## src/rtl/shift_reg_pkg.sv

```systemverilog
// Shared types and helpers for the shift-register family (serial-in chain and piso_tx).
`timescale 1ns/1ps
package shift_reg_pkg;

    typedef enum logic {
        IDLE  = 1'b0,
        SHIFT = 1'b1
    } piso_state_t;

    // Width of a down-counter that must hold WIDTH-1 (bits remaining minus one).
    function automatic int cnt_width(input int width);
        return (width > 2) ? $clog2(width) : 1;
    endfunction

endpackage

```

## src/rtl/piso_hold_buf.sv

```systemverilog
// Single-entry holding register: write loads and sets full, read clears full; write wins.
`timescale 1ns/1ps
module piso_hold_buf #(
    parameter int WIDTH = 4
) (
    input  logic             clk,
    input  logic             rst,
    input  logic             wr,
    input  logic [WIDTH-1:0] wdata,
    input  logic             rd,
    output logic [WIDTH-1:0] rdata,
    output logic             full
);

    // NOTE: sequential state uses non-blocking assignments so every register
    // samples the pre-edge values of the others, independent of block order.
    always_ff @(posedge clk or posedge rst) begin
        if (rst) begin
            rdata <= '0;
            full  <= 1'b0;
        end else if (wr) begin
            // A simultaneous read has already taken the old word, so full stays set.
            rdata <= wdata;
            full  <= 1'b1;
        end else if (rd) begin
            full  <= 1'b0;
        end
    end

endmodule

```

## src/rtl/piso_tx.sv

```systemverilog
// Parallel-in serial-out transmitter with a one-word holding buffer for gapless streaming.
`timescale 1ns/1ps
module piso_tx
    import shift_reg_pkg::*;
#(
    parameter int WIDTH     = 4,
    parameter int MSB_FIRST = 1
) (
    input  logic             clk,
    input  logic             rst,
    input  logic             din_valid,
    output logic             din_ready,
    input  logic [WIDTH-1:0] din,
    input  logic             en,
    output logic             sout,
    output logic             sout_valid,
    output logic             last,
    output logic             busy
);

    localparam int CW = cnt_width(WIDTH);
    localparam logic [CW-1:0] LAST_CNT = CW'(WIDTH - 1);

    piso_state_t      state, next_state;
    logic [WIDTH-1:0] shreg, shifted, hold_data;
    logic [CW-1:0]    cnt;
    logic             hold_full, hold_wr, hold_rd;
    logic             handshake, load_din, load_hold, do_shift;

    assign handshake = din_valid && din_ready;

    piso_hold_buf #(.WIDTH(WIDTH)) u_hold (
        .clk   (clk),
        .rst   (rst),
        .wr    (hold_wr),
        .wdata (din),
        .rd    (hold_rd),
        .rdata (hold_data),
        .full  (hold_full)
    );

    always_ff @(posedge clk or posedge rst) begin
        if (rst) state <= IDLE;
        else     state <= next_state;
    end

    // NOTE: every signal driven here gets a default first, so no path leaves
    // one unassigned and no latch is inferred.
    always_comb begin
        next_state = state;
        load_din   = 1'b0;
        load_hold  = 1'b0;
        do_shift   = 1'b0;
        hold_rd    = 1'b0;
        unique case (state)
            IDLE: begin
                if (handshake) begin
                    load_din   = 1'b1;
                    next_state = SHIFT;
                end
            end
            SHIFT: begin
                if (en) begin
                    if (cnt != '0) begin
                        do_shift = 1'b1;
                    end else if (hold_full) begin
                        load_hold = 1'b1;
                        hold_rd   = 1'b1;
                    end else if (handshake) begin
                        load_din = 1'b1;    // bypass: new word goes straight to the shifter
                    end else begin
                        next_state = IDLE;
                    end
                end
            end
            default: next_state = IDLE;
        endcase
        hold_wr = handshake && (state == SHIFT) && !load_din;
    end

    assign shifted = (MSB_FIRST != 0) ? {shreg[WIDTH-2:0], 1'b0}
                                      : {1'b0, shreg[WIDTH-1:1]};

    always_ff @(posedge clk or posedge rst) begin
        if (rst) begin
            shreg <= '0;
            cnt   <= '0;
        end else if (load_din) begin
            shreg <= din;
            cnt   <= LAST_CNT;
        end else if (load_hold) begin
            shreg <= hold_data;
            cnt   <= LAST_CNT;
        end else if (do_shift) begin
            shreg <= shifted;
            cnt   <= cnt - 1'b1;
        end
    end

    assign din_ready  = (state == IDLE) || !hold_full;
    assign sout_valid = (state == SHIFT);
    assign sout       = sout_valid && ((MSB_FIRST != 0) ? shreg[WIDTH-1] : shreg[0]);
    assign last       = sout_valid && (cnt == '0);
    assign busy       = sout_valid || hold_full;

endmodule

```

## config.mk

```make
export PLATFORM = sky130hd
export DESIGN_NAME = piso_tx
export DESIGN_NICKNAME = d
export VERILOG_FILES = /design/src/rtl/shift_reg_pkg.sv /design/src/rtl/piso_hold_buf.sv /design/src/rtl/piso_tx.sv
export SDC_FILE = /design/constraint.sdc
export NUM_CORES = 1
export LEC_CHECK = 0
export BUFFER_PORTS_ARGS = -buffer_cell sky130_fd_sc_hd__buf_2
export CAP_MARGIN = 40
export CORE_ASPECT_RATIO = 1.2
export CORE_MARGIN = 2
export CORE_UTILIZATION = 25
export CTS_CLUSTER_DIAMETER = 100
export CTS_CLUSTER_SIZE = 8
export DETAILED_ROUTE_END_ITERATION = 12
export PLACE_DENSITY = 0.46
export SETUP_SLACK_MARGIN = 0.1
export SLEW_MARGIN = 15
export SYNTH_ARGS = -nofsm -noshare
export SYNTH_HDL_FRONTEND = slang
export SYNTH_SLANG_ARGS = --single-unit
```

## constraint.sdc

```tcl
create_clock -name clk -period 2.4 [get_ports clk]
set_input_delay 0.48 -clock clk [delete_from_list [all_inputs] [get_ports clk]]
set_output_delay 0.48 -clock clk [all_outputs]
set_load 0.02 [all_outputs]
```

==> flow_summary.json, run 1 <==
{
  "synth-edff-count": 0,
  "hold_viol_final": 0,
  "synth_cell_types": 22,
  "gp_congestion": 0.754,
  "synth_most_common_cell": "dfrtp_1",
  "ctsLongestPathBuffers": 2,
  "antenna_found_initial": 0,
  "synth-seq-cells": 12,
  "path_clk_slew_ns": 0.07,
  "drive_gt1_frac": 0.389,
  "overflow": 0,
  "start_util": 0.258,
  "yosysWarnings": 0,
  "critPathCaptureType": "flop",
  "core_mm2": 0.00250,
  "drtIter0Drc": 3,
  "netlist.area_leader.share": 0.466,
  "finalCriticalPeriod_ns": 1.87,
  "grt_usage": 0.105,
  "rows": 20,
  "regArea_um2": 300,
  "cp.required_ns": 2.56,
  "path_cells": "inv_1 -> ha_1 -> and3b_2 -> o21ai_2 -> mux2_2 -> mux2_2",
  "multiInputGateArea_um2": 308,
  "crit_top_cell": "mux2_2",
  "maxCapViolCount": 0,
  "p_total_uw": 722,
  "synth_area_per_cell_um2": 10.9,
  "cts_sinks": 12,
  "root_buffer": "clkbuf_4",
  "ir_drop_mv": 0.277,
  "cts_tree": "built",
  "clock.fmax_mhz": 535,
  "dpl.hpwl_um": 918,
  "insertion_delay_ns": 0.26,
  "cp-start-kind": "flop",
  "dieWidth_um": 50.3,
  "grt_pass1_vias": 509,
  "num-fill-cells": 271,
  "grt_pass1_wl_um": 2320,
  "ys_seq_area_frac": 0.466,
  "cpMaxStageDelayCell": "mux2_2",
  "post-route-worst-setup-slack_ns": 0.531,
  "synth.cell_area_um2": 644,
  "routed_via_density": 4.51,
  "htree_num_levels": 1,
  "routed_wl_um": 1220,
  "critical_path_class": "flop to flop",
  "crit_path_max_incr_delay_ns": 0.37,
  "die_y_um": 59.6,
  "rsz0062_at_grt": "no",
  "relSlewSlack": 0.674,
  "synth.largest_area_cell": "dfrtp_1",
  "drc_errors": 0,
  "syn_to_final_growth_pct": 17.7,
  "tns_ns": 0,
  "critical-path-top-delay-family": "multiplexers",
  "async_flop_share": 1.00,
  "min_path_type": "input pin to asynchronous set/reset pin",
  "status": "completed",
  "antenna_cells": 0,
  "pre_cts_slack_ns": 0.532,
  "ys.flop_type": "dfrtp_1",
  "power_density_mw_per_mm2": 952,
  "path_max_fanout": 6,
  "cts_buffers": 3,
  "crit_buf_inv": 1,
  "cp_data_arrival_time_ns": 2.03,
  "dieArea_mm2": 0.00300,
  "ioPinCount": 13,
  "grt_max_degree": 14,
  "cts_hold_buffers": 0,
  "yosys-top-cells-count": "dfrtp_1, mux2_2, inv_1",
  "report.final.setup_viol": 0,
  "power_leakage_nw": 0.379,
  "syn_inst": 59,
  "synth_top_cells_by_area": "dfrtp_1, mux2_2, mux2_1",
  "nets": 83,
  "finalCritPeriodShare": 0.779,
  "rrSetupSlack_ns": 0.53,
  "dr.pass1.iters": 4,
  "cts_resized": 0,
  "wire_per_inst_um": 11.6,
  "postRouteAntennaNets": 0,
  "io_buffers": 12,
  "cts_setup_buffers": 0,
  "syn_nets": 68,
  "slew_violations": 0,
  "skew_ns": 0.00610,
  "tightest_slew_ns": 0.488,
  "num_vias": 474
}
## power breakdown
part,internal [mW],switching (mW)
clock network,0.0579,0.0621
logic,0.141,0.133
registers,0.281,0.0473
## layer usage
layer,vias to the layer above,routed length (um),global-route usage
li1,238,-,-
met1,225,560,0.130
met2,9,601,0.167
met3,2,40,0.0253
met4,0,19,0.0579
met5,-,0,0
## cell families after synthesis
| family | synth area share |
|---|---|
| buf+inv | 0.0563 |
| simple gates | 0.118 |
| compound gates | 0.130 |
| mux | 0.210 |
| fa+ha+maj | 0.0194 |
| flops | 0.466 |
## worst reg2reg max path, cell delays in order, from the launching register on
cell     delay (ns)
dfrtp_1        0.34
inv_1          0.06
ha_1           0.26
and3b_2        0.25
o21ai_2        0.22
mux2_2         0.37
mux2_2         0.26
## final timing paths
check	from	endpoint	depth (start not counted)
setup / recovery	cnt[0]$_DFFE_PP0P_	shreg[3]$_DFFE_PP0P_	6
hold / removal	rst	shreg[3]$_DFFE_PP0P_	2
setup reg to reg	cnt[0]$_DFFE_PP0P_	shreg[3]$_DFFE_PP0P_	6
hold reg to reg	u_hold.rdata[0]$_DFFE_PP0P_	u_hold.rdata[0]$_DFFE_PP0P_	2
max in group asynchronous	rst	shreg[0]$_DFFE_PP0P_	2
min in group clk	din[3]	u_hold.rdata[3]$_DFFE_PP0P_	2
## per-stage QoR
stage | util | cell area [um2] | hold WS [ns] | std cells
after global placement | 0.294 | 736 | 0.475 | 102
after global routing | 0.303 | 758 | 0.246 | 105
final | 0.303 | 758 | 0.221 | 105
after detailed placement | 0.294 | 736 | 0.488 | 102
after floorplan | - | 644 | 0.345 | 59
after CTS | 0.303 | 758 | 0.239 | 105
## layout make-up
type | instances | area share
flip-flops and latches | 12 | 0.396
clock buffers | 3 | 0.0297
inverters | 7 | 0.0347
multi-input cells | 38 | 0.406
repair buffers | 12 | 0.0792
well taps | 33 | 0.0545
## registers in the layout (all words and copies together), names as in the netlist
signal / count
sout_valid: 1
shreg: 4
cnt: 2
u_hold.rdata: 4
u_hold.full: 1
## layout by cell type, fill, tap and decap left out
cell      synthesis  final
a211o_1           1      1
a21oi_1           4      4
a22oi_1           2      2
and2_1            2      2
and3b_2           1      1
buf_2             2     12
clkbuf_4          0      3
dfrtp_1          12     12
ha_1              1      1
inv_1             7      7
mux2_1            3      3
mux2_2            9      9
nand2_1           3      3
nand2b_1          1      1
nand3_1           1      1
nand4_1           1      1
nand4_2           1      1
o21ai_0           3      3
o21ai_2           1      1
o21bai_1          1      1
o221ai_1          1      1
or2_2             1      1
or3_1             1      1
Note: power is estimated with default switching activity, not from simulation.
==> inputs of run 2 (changes only) <==
--- a/config.mk
+++ b/config.mk
@@ -13,7 +13,7 @@
 export CTS_CLUSTER_DIAMETER = 100
 export CTS_CLUSTER_SIZE = 8
 export DETAILED_ROUTE_END_ITERATION = 12
-export PLACE_DENSITY = 0.46
+export PLACE_DENSITY = 0.47
 export SETUP_SLACK_MARGIN = 0.1
 export SLEW_MARGIN = 15
 export SYNTH_ARGS = -nofsm -noshare
==> constraint.sdc (replaced) <==
create_clock -name clk -period 1.7 [get_ports clk]
set_input_delay 0.34 -clock clk [delete_from_list [all_inputs] [get_ports clk]]
set_output_delay 0.34 -clock clk [all_outputs]
set_load 0.02 [all_outputs]
==> flow_summary.json, run 2 (same netlist as run 1, synthesis figures left out) <==
{
  "report.final.setup_viol": 3,
  "io_buffers": 12,
  "power_density_mw_per_mm2": 1330,
  "wire_per_inst_um": 11.9,
  "slew_violations": 0,
  "path_clk_slew_ns": 0.08,
  "num_vias": 548,
  "dr.pass1.iters": 3,
  "fin_util": 0.383,
  "grt_pass1_wl_um": 2500,
  "postRouteAntennaNets": 0,
  "min_path_type": "input pin to asynchronous set/reset pin",
  "drtIter0Drc": 2,
  "violations": "negative setup slack",
  "post-route-worst-setup-slack_ns": -0.0475,
  "status": "finished, violations left",
  "dieWidth_um": 50.3,
  "cp.required_ns": 1.87,
  "grt_pass1_vias": 594,
  "path_cells": "inv_2 -> ha_4 -> and3b_2 -> o21ai_4 -> mux2_4 -> mux2_2",
  "drc_errors": 0,
  "num-fill-cells": 253,
  "cts_hold_buffers": 0,
  "hold_viol_final": 0,
  "maxCapViolCount": 0,
  "timing.hold.ws_ns": 0.0517,
  "finalCriticalPeriod_ns": 1.75,
  "power_leakage_nw": 0.481,
  "core_mm2": 0.00250,
  "pwr-share-clk": 0.185,
  "critical-path-top-delay-family": "multiplexers",
  "routed_via_density": 4.53,
  "ioPinCount": 13,
  "cts_buffers": 3,
  "relSlewSlack": 0.691,
  "htree_num_levels": 1,
  "layout_common_cells": "buf_4, dfrtp_1, buf_2",
  "rows": 20,
  "grt_usage": 0.113,
  "dpl.hpwl_um": 1100,
  "layout_commonest_cell": "buf_4",
  "power.switching_uw": 416,
  "routed_wl_um": 1440,
  "p_seq_frac": 0.362,
  "ir_drop_mv": 0.624,
  "cts_tree": "built",
  "tns_ns": -0.135,
  "switching_share": 0.326,
  "critPathCaptureType": "flop",
  "syn_to_final_growth_pct": 48.7,
  "cts_sinks": 12,
  "antenna_found_initial": 0,
  "tightest_slew_ns": 0.464,
  "cp_data_arrival_time_ns": 1.92,
  "top_regs": "shreg (4), u_hold.rdata (4), cnt (2)",
  "start_util": 0.258,
  "skew_ns": 0.00265,
  "grt_max_degree": 13,
  "root_buffer": "clkbuf_4",
  "cp-start-kind": "flop",
  "cpMaxStageDelayCell": "dfrtp_1",
  "pwr-share-comb": 0.453,
  "p_int_uw": 861,
  "nets": 98,
  "crit_buf_inv": 1,
  "insertion_delay_ns": 0.28,
  "finalCritPeriodShare": 1.03,
  "crit_path_max_incr_delay_ns": 0.36,
  "clock.fmax_mhz": 572,
  "ctsLongestPathBuffers": 2,
  "drive_gt1_frac": 0.545,
  "rsz0062_at_grt": "yes",
  "critical_path_class": "flop to flop",
  "multiInputGateArea_um2": 354,
  "path_max_fanout": 6,
  "die_y_um": 59.6,
  "gp_congestion": 0.786,
  "overflow": 0,
  "dieArea_mm2": 0.00300,
  "antenna_cells": 0,
  "regArea_um2": 302
}
[run 2: cell count changes in the layout (fill, tap and decap cells not counted), moves of 2 or more]
cell    change
mux2_2      -4
inv_2       +2
mux2_4      +4
buf_6       +5
buf_4      +13
buf_2       -3
inv_1       -2
[run 2: layer usage]
| layer | up-vias | track usage | wire length [um] |
|---|---|---|---|
| li1 | 268 | - | - |
| met2 | 14 | 0.184 | 680 |
| met5 | - | 0 | 0 |
| met3 | 6 | 0.0227 | 64 |
| met4 | 0 | 0.0965 | 65 |
| met1 | 260 | 0.126 | 625 |
[run 2: worst paths after layout]
| kind | slack (ns) | endpoint | from | cells past startpoint |
|---|---|---|---|---|
| setup / recovery | -0.05 | shreg[2]$_DFFE_PP0P_ | cnt[1]$_DFFE_PP0P_ | 6 |
| setup reg to reg | -0.05 | shreg[2]$_DFFE_PP0P_ | cnt[1]$_DFFE_PP0P_ | 6 |
| hold reg to reg | 0.49 | u_hold.rdata[0]$_DFFE_PP0P_ | u_hold.rdata[0]$_DFFE_PP0P_ | 2 |
| max in group asynchronous | 1.31 | sout_valid$_DFF_PP0_ | rst | 2 |
| min in group clk | 0.30 | u_hold.rdata[2]$_DFFE_PP0P_ | din[2] | 2 |
| hold / removal | 0.05 | u_hold.rdata[2]$_DFFE_PP0P_ | rst | 2 |
[run 2: area by class of cell]
cell class,instances,area share
flip-flops and latches,12,0.315
multi-input cells,38,0.369
clock buffers,4,0.0379
repair buffers,27,0.208
well taps,33,0.0431
inverters,7,0.0274
[run 2: stage by stage]
step / instance area, um2 / cells / total power, mW / worst slack [ns]
final: 958 / 121 / 1.28 / -0.0475
after CTS: 908 / 119 / 1.23 / -0.0401
after global routing: 958 / 121 / 1.38 / -0.120
after global placement: 816 / 110 / 0.956 / -0.0126
after detailed placement: 816 / 110 / 0.964 / -0.0284
after floorplan: 664 / 59 / 0.792 / 0.0676
[run 2: timing repair]
action                                  CTS  global route
endpoints found under the setup margin    5             5
pin swaps                                 0             3
setup buffers                             5             2
resized for setup                         6             9
[run 2: power groups by stage]
stage	logic [mW]	registers, mW	clock network, mW
4_1_cts	0.534	0.460	0.238
3_3_place_gp	0.490	0.466	0
3_5_place_dp	0.499	0.465	0
6_report	0.578	0.462	0.236
2_1_floorplan	0.340	0.452	0
5_1_grt	0.649	0.477	0.251
==> inputs of run 3 (changes only) <==
--- a/config.mk
+++ b/config.mk
@@ -9,11 +9,11 @@
 export CAP_MARGIN = 40
 export CORE_ASPECT_RATIO = 1.2
 export CORE_MARGIN = 2
-export CORE_UTILIZATION = 25
+export CORE_UTILIZATION = 40
 export CTS_CLUSTER_DIAMETER = 100
 export CTS_CLUSTER_SIZE = 8
 export DETAILED_ROUTE_END_ITERATION = 12
-export PLACE_DENSITY = 0.47
+export PLACE_DENSITY = 0.67
 export SETUP_SLACK_MARGIN = 0.1
 export SLEW_MARGIN = 15
 export SYNTH_ARGS = -nofsm -noshare
==> flow_summary.json, run 3 (same netlist as run 1, synthesis figures left out) <==
{
  "num_vias": 526,
  "cts_sinks": 12,
  "cts_tree": "built",
  "rows": 15,
  "core_mm2": 0.00148,
  "dieArea_mm2": 0.00195,
  "dr.pass1.iters": 4,
  "violations": "negative setup slack",
  "start_util": 0.435,
  "ctsLongestPathBuffers": 2,
  "overflow": 0,
  "cp-start-kind": "flop",
  "grt_max_degree": 13,
  "antenna_cells": 0,
  "report.final.setup_viol": 3,
  "tightest_slew_ns": 0.435,
  "drtIter0Drc": 2,
  "relSlewSlack": 0.710,
  "hold_viol_final": 0,
  "tns_ns": -0.0433,
  "drc_errors": 0,
  "maxCapViolCount": 0,
  "dpl.hpwl_um": 901,
  "pre_cts_slack_ns": 0.0145,
  "layout_commonest_cell": "buf_2",
  "status": "finished, violations left",
  "slew_violations": 0,
  "rsz0062_at_grt": "yes",
  "finalCriticalPeriod_ns": 1.72,
  "ioPinCount": 13,
  "die_y_um": 48.0,
  "grt_pass1_wl_um": 1950,
  "htree_num_levels": 1,
  "path_max_fanout": 4,
  "root_buffer": "clkbuf_4",
  "routed_via_density": 5.21,
  "skew_ns": 0.00309,
  "io_buffers": 12,
  "routed_wl_um": 1270,
  "ir_drop_mv": 0.679,
  "grt_usage": 0.151,
  "critical_path_class": "flop to flop",
  "postRouteAntennaNets": 0,
  "critPathCaptureType": "flop",
  "nets": 95,
  "dieWidth_um": 40.6,
  "cp.required_ns": 1.85,
  "syn_to_final_growth_pct": 39.8,
  "antenna_found_initial": 0,
  "power_density_mw_per_mm2": 1340,
  "min_path_type": "input pin to asynchronous set/reset pin",
  "layout_common_cells": "buf_2, dfrtp_1, buf_4",
  "insertion_delay_ns": 0.27,
  "drive_gt1_frac": 0.560,
  "power_leakage_nw": 0.458,
  "cts_buffers": 3,
  "cp_data_arrival_time_ns": 1.87,
  "gp_congestion": 0.710,
  "finalCritPeriodShare": 1.01,
  "grt_pass1_vias": 491,
  "fin_util": 0.608,
  "top_regs": "shreg (4), u_hold.rdata (4), cnt (2)",
  "clock.fmax_mhz": 582,
  "path_clk_slew_ns": 0.07,
  "wire_per_inst_um": 12.6,
  "post-route-worst-setup-slack_ns": -0.0173
}
run 3: power by group:
part           switching (mW)  leakage (nW)  internal [mW]  total, mW
clock                  0.0858        0.0138         0.0819      0.168
sequential             0.0661         0.143          0.399      0.465
combinational           0.244         0.302          0.334      0.579
total                   0.396         0.458          0.815       1.21
run 3: timing repair:
item / 4_1_cts / 5_1_grt
pin swaps: 0 / 2
hold buffers: 0 / 0
buffers inserted: 2 / 3
gates cloned: 0 / 1
gates resized for setup: 7 / 9
endpoints found under the setup margin: 5 / 5
run 3: per-stage QoR:
stage | power (mW) | cell area [um2] | instances | hold WS [ns]
floorplan | 0.792 | 664 | 59 | 0.205
global placement | 0.921 | 781 | 92 | 0.367
detailed placement | 0.925 | 781 | 92 | 0.367
CTS | 1.14 | 841 | 97 | 0.0705
global route | 1.30 | 901 | 101 | 0.0944
finish | 1.21 | 901 | 101 | 0.0559
run 3: worst paths after layout:
kind                                        startpoint                     endpoint  slack [ns]  cells after the start
min reg2reg                u_hold.rdata[0]$_DFFE_PP0P_  u_hold.rdata[0]$_DFFE_PP0P_        0.48                      2
min                                                rst         shreg[3]$_DFFE_PP0P_        0.06                      2
max                                 cnt[0]$_DFFE_PP0P_         shreg[1]$_DFFE_PP0P_       -0.02                      6
min in group clk                                din[2]  u_hold.rdata[2]$_DFFE_PP0P_        0.32                      2
max in group asynchronous                          rst      u_hold.full$_DFFE_PP0P_        1.31                      2
max reg2reg                         cnt[0]$_DFFE_PP0P_         shreg[1]$_DFFE_PP0P_       -0.02                      6
run 3: per-layer routing:
layer  wire length [um]  GRT usage  part of all wire
met5                  0          0                 0
met2                611      0.251              0.48
met1                579      0.182              0.46
met4                 27     0.0800             0.021
met3                 53     0.0279             0.042
run 3: worst max-delay path, stage by stage (launching register included):
cell	delay (ns)
dfrtp_1	0.35
inv_2	0.06
ha_4	0.16
and3b_2	0.22
o21ai_4	0.23
mux2_4	0.32
mux2_2	0.26
run 3: final cells by class:
class,instances,area (um2)
tap,17,21.3
clock buffer,3,22.5
fill,134,582
timing repair buffer,24,168
sequential,12,303
multi-input combinational,38,360
inverter,7,26.3
